==> src/rtl/sync_fifo_flex.sv <==
// sync_fifo_flex: single-clock FIFO with standard or first-word-fall-through
// read mode, programmable almost-full/almost-empty thresholds, a fill count,
// registered overflow/underflow pulses and a synchronous flush.
module sync_fifo_flex #(
    parameter int DSIZE         = 8,
    parameter int ASIZE         = 4,
    parameter int AFULL_THRESH  = 12,
    parameter int AEMPTY_THRESH = 2,
    parameter bit FWFT          = 1'b0
) (
    input  logic             clk,
    input  logic             rst_n,
    input  logic             clr,
    input  logic             winc,
    input  logic [DSIZE-1:0] wdata,
    output logic             wfull,
    output logic             walmost_full,
    output logic             woverflow,
    input  logic             rinc,
    output logic [DSIZE-1:0] rdata,
    output logic             rempty,
    output logic             ralmost_empty,
    output logic             runderflow,
    output logic [ASIZE:0]   count
);

    localparam int DEPTH = 1 << ASIZE;
    localparam logic [ASIZE:0] DEPTH_C  = (ASIZE+1)'(DEPTH);
    localparam logic [ASIZE:0] AFULL_C  = (ASIZE+1)'(AFULL_THRESH);
    localparam logic [ASIZE:0] AEMPTY_C = (ASIZE+1)'(AEMPTY_THRESH);
    localparam logic [ASIZE:0] ONE_C    = (ASIZE+1)'(1);

    // Storage; contents are deliberately left unreset.
    logic [DSIZE-1:0] mem [DEPTH];

    // Binary pointers carry one extra wrap bit; only the low bits index mem.
    logic [ASIZE:0] wptr_reg;
    logic [ASIZE:0] rptr_reg;
    logic [ASIZE:0] count_reg;
    logic [ASIZE:0] count_next;
    logic           woverflow_reg;
    logic           runderflow_reg;
    logic           wr_ok;
    logic           rd_ok;
    logic [ASIZE-1:0] widx;
    logic [ASIZE-1:0] ridx;

    assign widx = wptr_reg[ASIZE-1:0];
    assign ridx = rptr_reg[ASIZE-1:0];

    // Status flags decode straight from the registered count.
    assign wfull         = (count_reg == DEPTH_C);
    assign rempty        = (count_reg == '0);
    assign walmost_full  = (count_reg >= AFULL_C);
    assign ralmost_empty = (count_reg <= AEMPTY_C);
    assign count         = count_reg;
    assign woverflow     = woverflow_reg;
    assign runderflow    = runderflow_reg;

    // Flush blocks both sides; full/empty reject the respective request.
    assign wr_ok = winc & ~wfull  & ~clr;
    assign rd_ok = rinc & ~rempty & ~clr;

    // Next fill level: a simultaneous accepted read and write cancel out.
    always_comb begin
        count_next = count_reg;
        case ({wr_ok, rd_ok})
            2'b10:   count_next = count_reg + ONE_C;
            2'b01:   count_next = count_reg - ONE_C;
            default: count_next = count_reg;
        endcase
    end

    // Pointer, count and error-pulse registers with flush handling.
    always_ff @(posedge clk or negedge rst_n) begin
        if (!rst_n) begin
            wptr_reg       <= '0;
            rptr_reg       <= '0;
            count_reg      <= '0;
            woverflow_reg  <= 1'b0;
            runderflow_reg <= 1'b0;
        end else if (clr) begin
            wptr_reg       <= '0;
            rptr_reg       <= '0;
            count_reg      <= '0;
            woverflow_reg  <= 1'b0;
            runderflow_reg <= 1'b0;
        end else begin
            if (wr_ok) begin
                wptr_reg <= wptr_reg + ONE_C;
            end
            if (rd_ok) begin
                rptr_reg <= rptr_reg + ONE_C;
            end
            count_reg      <= count_next;
            woverflow_reg  <= winc & wfull;
            runderflow_reg <= rinc & rempty;
        end
    end

    // Memory write port; only accepted writes touch the array.
    always_ff @(posedge clk) begin
        if (wr_ok) begin
            mem[widx] <= wdata;
        end
    end

    generate
        if (FWFT) begin : gen_fwft
            // Head word is presented combinationally whenever data is stored.
            always_comb begin
                rdata = '0;
                if (!rempty) begin
                    rdata = mem[ridx];
                end
            end
        end else begin : gen_std
            logic [DSIZE-1:0] rdata_reg;

            // Registered read: data appears the cycle after the accepted read.
            always_ff @(posedge clk or negedge rst_n) begin
                if (!rst_n) begin
                    rdata_reg <= '0;
                end else if (clr) begin
                    rdata_reg <= '0;
                end else if (rd_ok) begin
                    rdata_reg <= mem[ridx];
                end
            end

            assign rdata = rdata_reg;
        end
    endgenerate

endmodule
==> config.mk <==
export PLATFORM = sky130hd
export DESIGN_NAME = sync_fifo_flex
export DESIGN_NICKNAME = d
export VERILOG_FILES = /design/src/rtl/sync_fifo_flex.sv
export SDC_FILE = /design/constraint.sdc
export NUM_CORES = 1
export LEC_CHECK = 0
export BUFFER_PORTS_ARGS = -buffer_cell sky130_fd_sc_hd__buf_2
export CORE_MARGIN = 3
export CORE_UTILIZATION = 40
export DETAILED_ROUTE_END_ITERATION = 16
export GPL_ROUTABILITY_DRIVEN = 1
export SETUP_SLACK_MARGIN = 0.05
export SYNTH_ARGS = -nofsm -noshare
export SYNTH_HDL_FRONTEND = slang
export SYNTH_SLANG_ARGS = --single-unit
export TNS_END_PERCENT = 20
==> constraint.sdc <==
create_clock -name clk -period 2.7 [get_ports clk]
set_clock_uncertainty 0.15 [all_clocks]
set_input_delay 0.135 -clock clk [delete_from_list [all_inputs] [get_ports clk]]
set_output_delay 0.135 -clock clk [all_outputs]
set_load 0.02 [all_outputs]
==> metrics.cfg, run 1 <==
[grt]
grt_start_max_net_pins = 36
track_usage_pct = 15.4
grt_pass1_wl_um = 19300
grt_overflow_total = 0
grt_pass1_vias = 3383
antenna_found_initial = 0

[yosys]
avgSynthCellArea_um2 = 18.1
yosysTopAreaCell = edfxtp_1
synth_top_area_share_pct = 62.0
yosysWarningCount = 0
synth_nets = 363
yosysUniqueCellTypes = 41
synth_seq_area_share_pct = 71.3
ys_top_cells_by_area = edfxtp_1 (62%), mux4_2 (12%), dfrtp_1 (9.3%)
syn_area_um2 = 6200
netlist_instances = 343
ys_ff_latch = 151

[finish]
layout_common_cells = edfxtp_1 (128), mux4_2 (32), buf_2 (31)
final_core_util_pct = 49.4
layout-drive-gt1-share_pct = 30.9
diodes = 0
fin_area_um2 = 7350
fin_cells = 611
nNetsFinal = 434
area_growth_pct = 18.5
final_common_cell = edfxtp_1
largest_reg_flops = 128

[cts]
cts_resized = 0
cts_sinks = 151
clk_pin_slew_worst_paths_ns = 0.06
tritoncts = done
cts_buffers = 17
post_cts_buffers = 0
clk_latency_ns = 0.42
cts_max_path_buffers = 2
htreeDepth = 4
cts_root_buffer = clkbuf_16

[route]
drt_first_pass_iters = 5
first_iter_violations = 281
wl_um = 12000
drc_errors = 0
post_drt_wl_per_cell_um = 19.7
via_count = 3239
drt.antenna.violating_nets = 0
viasPerCell = 5.30

[setup_path]
max_stage_delay_ns = 0.53
cp-start-kind = primary input
crit_arrival_ns = 2.68
critical_path_peak_fanout = 8
cpLargestDelayFamily = buffers and inverters
cp-end-kind = flip-flop
cp_data_required_time_ns = 2.85
critPathBufInv = 3
crit_chain = dlygate4sd3_1, buf_2, or3b_1, mux2i_2, buf_4, ha_1, a31o_2, mux2i_1, nor4_1, a221o_1
path_class = in2reg
slowest_stage = dlygate4sd3_1

[power]
p_leak_nw = 2.58
peakVddDrop_v = 0.000512
powerDensity_nw_per_um2 = 874
total_power_mw = 6.42

[floorplanning]
ios = 32
initial_core_util_pct = 41.7
die_h_um = 131
die_w_um = 131
num_rows = 44
core_area_um2 = 14900
die_area_um2 = 17000

[timing]
setup_tns_ns = 0
fmax_mhz = 394
min_period_over_period_pct = 93.9
rsz0062_at_grt = false
final-setup-viol-count = 0
drv_slew = 0
slew-limit-headroom_pct = 55.6
holdWs_ns = 0.0832
tightest_slew_ns = 0.663
timing.final.hold_violations = 0
fin_ws_ns = 0.165
period_needed_ns = 2.54

[placed_design]
dpl.cell_count = 567
postPlaceCellArea_um2 = 6710
routabilityCongestion = 0.792
dpl.hpwl_um = 7650
portBuffers = 31
dp_slack_ns = 0.198

[status]
status = completed

[run]
drv_cap = 0

[hold_path]
hp-class = in2async

-- worst paths after layout --
kind,depth (start not counted),slack (ns),to,startpoint
worst max-delay path,10,0.16,count[4]$_DFFE_PN0P_,rinc
worst min-delay path,2,0.08,count[4]$_DFFE_PN0P_,rst_n
worst max register to register,8,0.21,count[4]$_DFFE_PN0P_,count[2]$_DFFE_PN0P_
worst min register to register,1,0.35,rdata[1]$_DFFE_PN0P_,rdata[1]$_DFFE_PN0P_
max in group asynchronous,2,1.91,rptr_reg[0]$_DFFE_PN0P_,rst_n
min in group clk,1,0.35,rdata[1]$_DFFE_PN0P_,rdata[1]$_DFFE_PN0P_
-- cell usage after synthesis --
library cell and count:
nand2b_1 6, and3_1 1, nor4_4 1, nor4_1 2, a2111oi_0 1, nand3b_1 1
nand3_1 2, ha_1 7, mux2i_1 10, edfxtp_1 128, a21boi_0 1, a22o_1 9
o21ai_0 2, o31ai_1 1, buf_1 3, xnor2_1 3, a221o_1 2, nor3_1 4
or3_2 1, buf_6 3, dfrtp_1 23, nand4_1 1, nand2_1 12, clkbuf_1 5
mux4_2 32, buf_2 6, a21oi_1 10, mux2_2 3, a211oi_2 1, a31o_2 1
inv_1 5, a211oi_1 8, a21oi_2 1, buf_4 2, mux2i_2 1, nor2_1 26
nor2b_1 10, a21o_1 1, or3b_1 1, nor2_2 1, xor2_1 5
-- where the power goes --
group          leakage, nW  total (mW)  internal (mW)  switching [mW]
clock                0.255        2.07           1.17           0.907
combinational        0.860        1.60          0.757           0.846
sequential            1.46        2.75           2.65          0.0956
-- repair_timing --
action	CTS	global route
hold buffers	12	0
endpoints found under the hold margin	159	0
setup endpoints to repair	0	0
-- kinds of logic (layout without fill, tap and decap cells) --
logic type | count (synthesis) | count (layout) | synth area share, %
buffers and inverters | 24 | 108 | 2.06
flip-flops | 151 | 151 | 71.3
multiplexers | 46 | 46 | 14.0
AND/OR/NAND/NOR | 69 | 69 | 5.63
XOR/XNOR | 8 | 8 | 1.13
adder cells (fa/ha/maj) | 7 | 7 | 1.41
AO/OA/AOI/OAI | 38 | 38 | 4.52
-- per-layer routing --
| layer | track usage, % | share of wire (%) |
|---|---|---|
| met3 | 3.05 | 4.7 |
| met1 | 21.1 | 45 |
| met5 | 0 | 0 |
| met2 | 24.7 | 49 |
| met4 | 5.26 | 0.96 |
-- cell type report --
| cell class | count | area [µm²] |
|---|---|---|
| well taps | 184 | 230 |
| fillers | 1203 | 7520 |
| clock buffers | 19 | 433 |
| clock inverters | 13 | 81.3 |
| multi-input cells | 168 | 1670 |
| flip-flops and latches | 151 | 4420 |
| inverters | 5 | 18.8 |
| repair buffers | 71 | 498 |
Power figures use the tool's default switching activity.
==> run 2, diff against run 1 <==
--- a/constraint.sdc
+++ b/constraint.sdc
@@ -4,2 +4,2 @@
 set_output_delay 0.135 -clock clk [all_outputs]
-set_load 0.02 [all_outputs]
+set_load 0.1 [all_outputs]
==> run 2 against run 1 <==
Against the previous run: hold slack worse by 0.0018 ns; count of clock-buffer cells in the layout stayed put; final cell count is 0.82% lower; sequential power hardly changed; routed wire length is 3.1% higher; register-to-register slack worse by 0.13 ns; critical path depth is 1 lower; maximum frequency is 3.2% lower; power is 15% higher; clock power is 9% higher; first-iteration DRC count is 36% lower; via count is 1.0% higher; largest power group unchanged.
==> metrics.cfg, run 2 (synthesized netlist as in run 1, its figures left out) <==
[status]
status = completed

[power]
p_leak_nw = 2.54  ; -1.5%
powerDensity_nw_per_um2 = 989  ; +13%
peakVddDrop_v = 0.000589  ; +15%

[route]
drc_errors = 0  ; unchanged
via_count = 3272  ; +1.0%
first_iter_violations = 179  ; -36%
drt_first_pass_iters = 4  ; -1
drt.antenna.violating_nets = 0  ; unchanged
wl_um = 12400  ; +3.1%
viasPerCell = 5.40  ; +1.9%
post_drt_wl_per_cell_um = 20.5  ; +4.0%

[setup_path]
critical_path_peak_fanout = 2  ; -6
path_class = reg2reg
cp-end-kind = flip-flop
crit_arrival_ns = 2.77  ; +0.09 ns
cp_data_required_time_ns = 2.85  ; about the same
cp-start-kind = flip-flop

[grt]
grt_overflow_total = 0  ; unchanged
antenna_found_initial = 0  ; unchanged
grt_pass1_wl_um = 19500  ; +1.2%
grt_start_max_net_pins = 24  ; -33%
grt_pass1_vias = 3417  ; +1.0%
track_usage_pct = 16.0  ; +0.67 points

[cts]
tritoncts = done
cts_max_path_buffers = 2  ; unchanged
htreeDepth = 4  ; unchanged
cts_root_buffer = clkbuf_16
clk_pin_slew_worst_paths_ns = 0.06  ; about the same
cts_buffers = 17  ; unchanged
clk_latency_ns = 0.42  ; about the same
cts_sinks = 151  ; unchanged

[run]
drv_cap = 0  ; unchanged

[timing]
fmax_mhz = 382  ; -3.2%
min_period_over_period_pct = 97.0  ; +3.1 points
period_needed_ns = 2.62  ; +0.0847 ns
slew-limit-headroom_pct = 39.7  ; -16 points
rsz0062_at_grt = true
timing.final.hold_violations = 0  ; unchanged
setup_tns_ns = 0  ; unchanged
final-setup-viol-count = 0  ; unchanged
drv_slew = 0  ; unchanged
tightest_slew_ns = 0.904  ; +0.241 ns

[floorplanning]
die_area_um2 = 17000  ; unchanged
die_w_um = 131  ; unchanged
core_area_um2 = 14900  ; unchanged
die_h_um = 131  ; unchanged
ios = 32  ; unchanged
num_rows = 44  ; unchanged
initial_core_util_pct = 41.7  ; unchanged

[placed_design]
postPlaceCellArea_um2 = 6730  ; +0.30%
routabilityCongestion = 0.740  ; -6.6%
portBuffers = 31  ; unchanged
dpl.hpwl_um = 7950  ; +3.8%

[finish]
layout_common_cells = edfxtp_1 (128), mux4_2 (32), buf_2 (31)
final_common_cell = edfxtp_1
fin_area_um2 = 7460  ; +1.5%
largest_reg_flops = 128  ; unchanged
nNetsFinal = 429  ; -1.2%
diodes = 0  ; unchanged
layout-drive-gt1-share_pct = 33.6  ; +2.7 points
area_growth_pct = 20.2

[hold_path]
hp-class = in2async

[run 2: cell count changes in the layout (fill, tap and decap cells not counted), moves of 2 or more]
cell and change:
buf_4 -5, dfrtp_4 +5, clkinvlp_4 +4, dfrtp_1 -4, nor3_1 -4, nor3_4 +4
bufinv_16 +2, clkinv_1 -2
[run 2: through the flow]
stage | setup slack (ns) | total power, mW | hold WS, ns | util [%] | instances
after floorplan | -0.292 | 4.66 | -0.311 | - | 343
after global placement | 0.114 | 5.12 | -0.00552 | 45.3 | 560
after detailed placement | 0.0934 | 5.14 | -0.000893 | 45.3 | 560
after CTS | 0.0698 | 7.41 | 0.0807 | 49.9 | 604
after global routing | -0.0254 | 7.72 | 0.118 | 50.2 | 606
final | 0.0800 | 7.37 | 0.0814 | 50.2 | 606
[run 2: timing repair]
| action | CTS | global route |
|---|---|---|
| hold buffers | 12 | 0 |
| setup buffers | 0 | 2 |
| hold endpoints to repair | 157 | 0 |
| gates resized for setup | 0 | 4 |
| endpoints found under the setup margin | 0 | 1 |
[run 2: layout make-up]
| cell class | instances | area [µm²] |
|---|---|---|
| well taps | 184 | 230 |
| flip-flops and latches | 151 | 4440 |
| clock inverters | 13 | 131 |
| clock buffers | 19 | 433 |
| multi-input cells | 168 | 1740 |
| fillers | 1222 | 7410 |
| repair buffers | 66 | 460 |
| inverters | 5 | 22.5 |
[run 2: per-layer routing]
| layer | GRT usage (%) | vias up | part of all wire (%) |
|---|---|---|---|
| li1 | - | 1493 | - |
| met4 | 6.35 | 0 | 1.3 |
| met5 | 0 | - | 0 |
| met1 | 21.3 | 1691 | 45 |
| met3 | 3.66 | 12 | 5.0 |
| met2 | 25.9 | 76 | 49 |
[run 2: worst max-delay path, stage by stage, from the launching register on]
cell,delay (ns)
dfrtp_4,0.49
nor4_4,0.32
mux2i_2,0.28
xnor2_1,0.11
ha_2,0.19
or3_4,0.33
a21oi_2,0.12
mux2i_1,0.10
buf_4,0.14
a221o_1,0.29
[run 2: worst paths after layout]
| path | from | endpoint | slack, ns | depth (start not counted) |
|---|---|---|---|---|
| worst max register to register | count[2]$_DFFE_PN0P_ | count[4]$_DFFE_PN0P_ | 0.08 | 9 |
| worst min-delay path | rst_n | count[4]$_DFFE_PN0P_ | 0.08 | 2 |
| max in group asynchronous | rst_n | count[0]$_DFFE_PN0P_ | 1.91 | 2 |
| worst min register to register | rdata[0]$_DFFE_PN0P_ | rdata[0]$_DFFE_PN0P_ | 0.35 | 1 |
| worst max-delay path | count[2]$_DFFE_PN0P_ | count[4]$_DFFE_PN0P_ | 0.08 | 9 |
| min in group clk | rdata[0]$_DFFE_PN0P_ | rdata[0]$_DFFE_PN0P_ | 0.35 | 1 |
[run 2: report_power, final]
group	switching (mW)	leakage, nW	internal [mW]
clock network	0.906	0.267	1.35
registers	0.105	1.45	2.67
logic	1.55	0.817	0.793
total	2.56	2.54	4.81
==> run 3, diff against run 2 <==
CORE_ASPECT_RATIO = 0.8   (was unset)
HOLD_SLACK_MARGIN = 0.06   (was unset)
==> run 3 against run 2 <==
Against the previous run: non-clock buffer count shrank 3; combinational power hardly changed; maximum frequency rose by 2.3%; sequential share of layout area down 0.29 points; critical endpoint unchanged; final area up 0.49%; critical path type unchanged; count of clock-buffer cells in the layout down 2; first-iteration DRC count up 11%; largest power group unchanged; sequential power hardly changed; global-route usage fell by 0.73 points; hold slack got worse by 0.0021 ns; die area barely moved; via count down 2.4%.
==> metrics.cfg, run 3 (synthesized netlist as in run 1, its figures left out) <==
[timing]
rsz0062_at_grt = true
period_needed_ns = 2.56  ; -0.0585 ns
final-setup-viol-count = 0  ; unchanged
setup_tns_ns = 0  ; unchanged
holdWs_ns = 0.0793  ; -0.00210 ns
tightest_slew_ns = 0.915  ; +0.0109 ns
drv_slew = 0  ; unchanged
timing.final.hold_violations = 0  ; unchanged
min_period_over_period_pct = 94.9  ; -2.2 points
slew-limit-headroom_pct = 38.8  ; -0.96 points
fmax_mhz = 390  ; +2.3%

[grt]
grt_pass1_wl_um = 19500  ; about the same
grt_overflow_total = 0  ; unchanged
track_usage_pct = 15.3  ; -0.73 points
antenna_found_initial = 0  ; unchanged
grt_pass1_vias = 3311  ; -3.1%
grt_start_max_net_pins = 36  ; +50%

[route]
first_iter_violations = 198  ; +11%
drc_errors = 0  ; unchanged
wl_um = 12400  ; -0.51%
via_count = 3193  ; -2.4%
post_drt_wl_per_cell_um = 19.7  ; -4.0%
drt.antenna.violating_nets = 0  ; unchanged
drt_first_pass_iters = 4  ; unchanged
viasPerCell = 5.08  ; -5.8%

[power]
total_power_mw = 7.44  ; +0.93%
intPower_mw = 4.83  ; +0.43%
peakVddDrop_v = 0.000486  ; -17%
p_clk_share_pct = 31.3  ; +0.7 points
p_leak_nw = 2.54  ; about the same
powerDensity_nw_per_um2 = 993  ; +0.44%
switching_share_pct = 35.0  ; +0.33 points
switchingPower_mw = 2.61  ; +1.9%
power_frac_seq_pct = 37.3  ; -0.3 points
p_comb_share_pct = 31.4  ; -0.4 points

[finish]
diodes = 0  ; unchanged
largest_reg_flops = 128  ; unchanged
fin_area_um2 = 7490  ; +0.49%
layout-drive-gt1-share_pct = 33.7  ; +0.083 points
nFillCells = 1279  ; +4.7%
final_common_cell = edfxtp_1
layout_common_cells = edfxtp_1 (128), mux4_2 (32), buf_2 (31)
area_growth_pct = 20.8
nNetsFinal = 426  ; -0.70%

[cts]
tritoncts = done
clk_pin_slew_worst_paths_ns = 0.06  ; about the same
cts_max_path_buffers = 2  ; unchanged
post_cts_buffers = 0  ; unchanged
clk_latency_ns = 0.41  ; about the same
htreeDepth = 4  ; unchanged
cts_buffers = 17  ; unchanged
cts_sinks = 151  ; unchanged
cts_root_buffer = clkbuf_16

[status]
status = completed

[floorplanning]
num_rows = 40  ; -9.1%
die_area_um2 = 17000  ; about the same
ios = 32  ; unchanged
die_w_um = 145  ; +11%
core_area_um2 = 15100  ; +1.7%
die_h_um = 117  ; -10%
initial_core_util_pct = 41.0  ; -0.69 points

[setup_path]
critical_path_peak_fanout = 3  ; +1
cp-start-kind = flip-flop
crit_arrival_ns = 2.71  ; -0.06 ns
cp-end-kind = flip-flop
cp_data_required_time_ns = 2.85  ; about the same
path_class = reg2reg

[placed_design]
portBuffers = 31  ; unchanged
dpl.hpwl_um = 8150  ; +2.5%
postPlaceCellArea_um2 = 6770  ; +0.56%
routabilityCongestion = 0.759  ; +2.5%

[hold_path]
hp-class = in2async

[run]
drv_cap = 0  ; unchanged

run 3: cell count changes in the layout (fill, tap and decap cells not counted), sizes merged:
cell and change:
buf -3, inv +6, clkinv -5, clkbuf -2
run 3: layer usage:
| metal | share of wire [%] | up-vias | GRT usage, % |
|---|---|---|---|
| li1 | - | 1484 | - |
| met1 | 47 | 1645 | 22.3 |
| met2 | 47 | 60 | 23.3 |
| met3 | 5.4 | 4 | 3.40 |
| met4 | 0.32 | 0 | 4.63 |
| met5 | 0 | - | 0 |
run 3: power by group through the flow:
stage	clock (mW)	combinational [mW]	sequential, mW
after floorplan	0	1.33	3.33
after global placement	0	2.32	2.81
after detailed placement	0	2.34	2.82
after CTS	2.37	2.35	2.78
after global routing	2.48	2.49	2.79
final	2.33	2.34	2.78
run 3: path summary, 6_finish.rpt:
path / to / slack, ns / cells after the start / startpoint
worst max-delay path: count[4]$_DFFE_PN0P_ / 0.14 / 8 / count[2]$_DFFE_PN0P_
worst min-delay path: count[3]$_DFFE_PN0P_ / 0.08 / 2 / rst_n
worst min register to register: rdata[6]$_DFFE_PN0P_ / 0.35 / 1 / rdata[6]$_DFFE_PN0P_
max in group asynchronous: count[1]$_DFFE_PN0P_ / 1.91 / 2 / rst_n
min in group clk: rdata[6]$_DFFE_PN0P_ / 0.35 / 1 / rdata[6]$_DFFE_PN0P_
worst max register to register: count[4]$_DFFE_PN0P_ / 0.14 / 8 / count[2]$_DFFE_PN0P_
run 3: critical path, cell delays in order (launching register included):
cell     delay [ns]
dfrtp_4        0.49
nor4_4         0.34
mux2i_2        0.28
buf_4          0.17
ha_1           0.27
a31o_2         0.25
mux2i_1        0.17
nor4_1         0.07
a221o_1        0.26
run 3: per-stage QoR:
| step | setup slack, ns | cells | utilization [%] |
|---|---|---|---|
| floorplan | -0.292 | 343 | - |
| global placement | 0.123 | 585 | 44.8 |
| CTS | 0.0972 | 628 | 49.5 |
| global route | 0.0351 | 628 | 49.6 |
| detailed placement | 0.103 | 585 | 44.8 |
| finish | 0.139 | 628 | 49.6 |
run 3: area by class of cell:
class / instances / area [µm²] / share of cell area (%)
timing repair buffer: 63 / 450 / 6.01
clock inverter: 14 / 163 / 2.17
clock buffer: 17 / 425 / 5.68
multi-input combinational: 168 / 1730 / 23.1
tap: 210 / 263 / 3.51
sequential: 151 / 4440 / 59.3
inverter: 5 / 22.5 / 0.301
run 3: timing repair:
item | CTS | global route
hold buffers | 12 | 0
gates resized for setup | 0 | 4
setup endpoints to repair | 0 | 12
endpoints found under the hold margin | 160 | 0
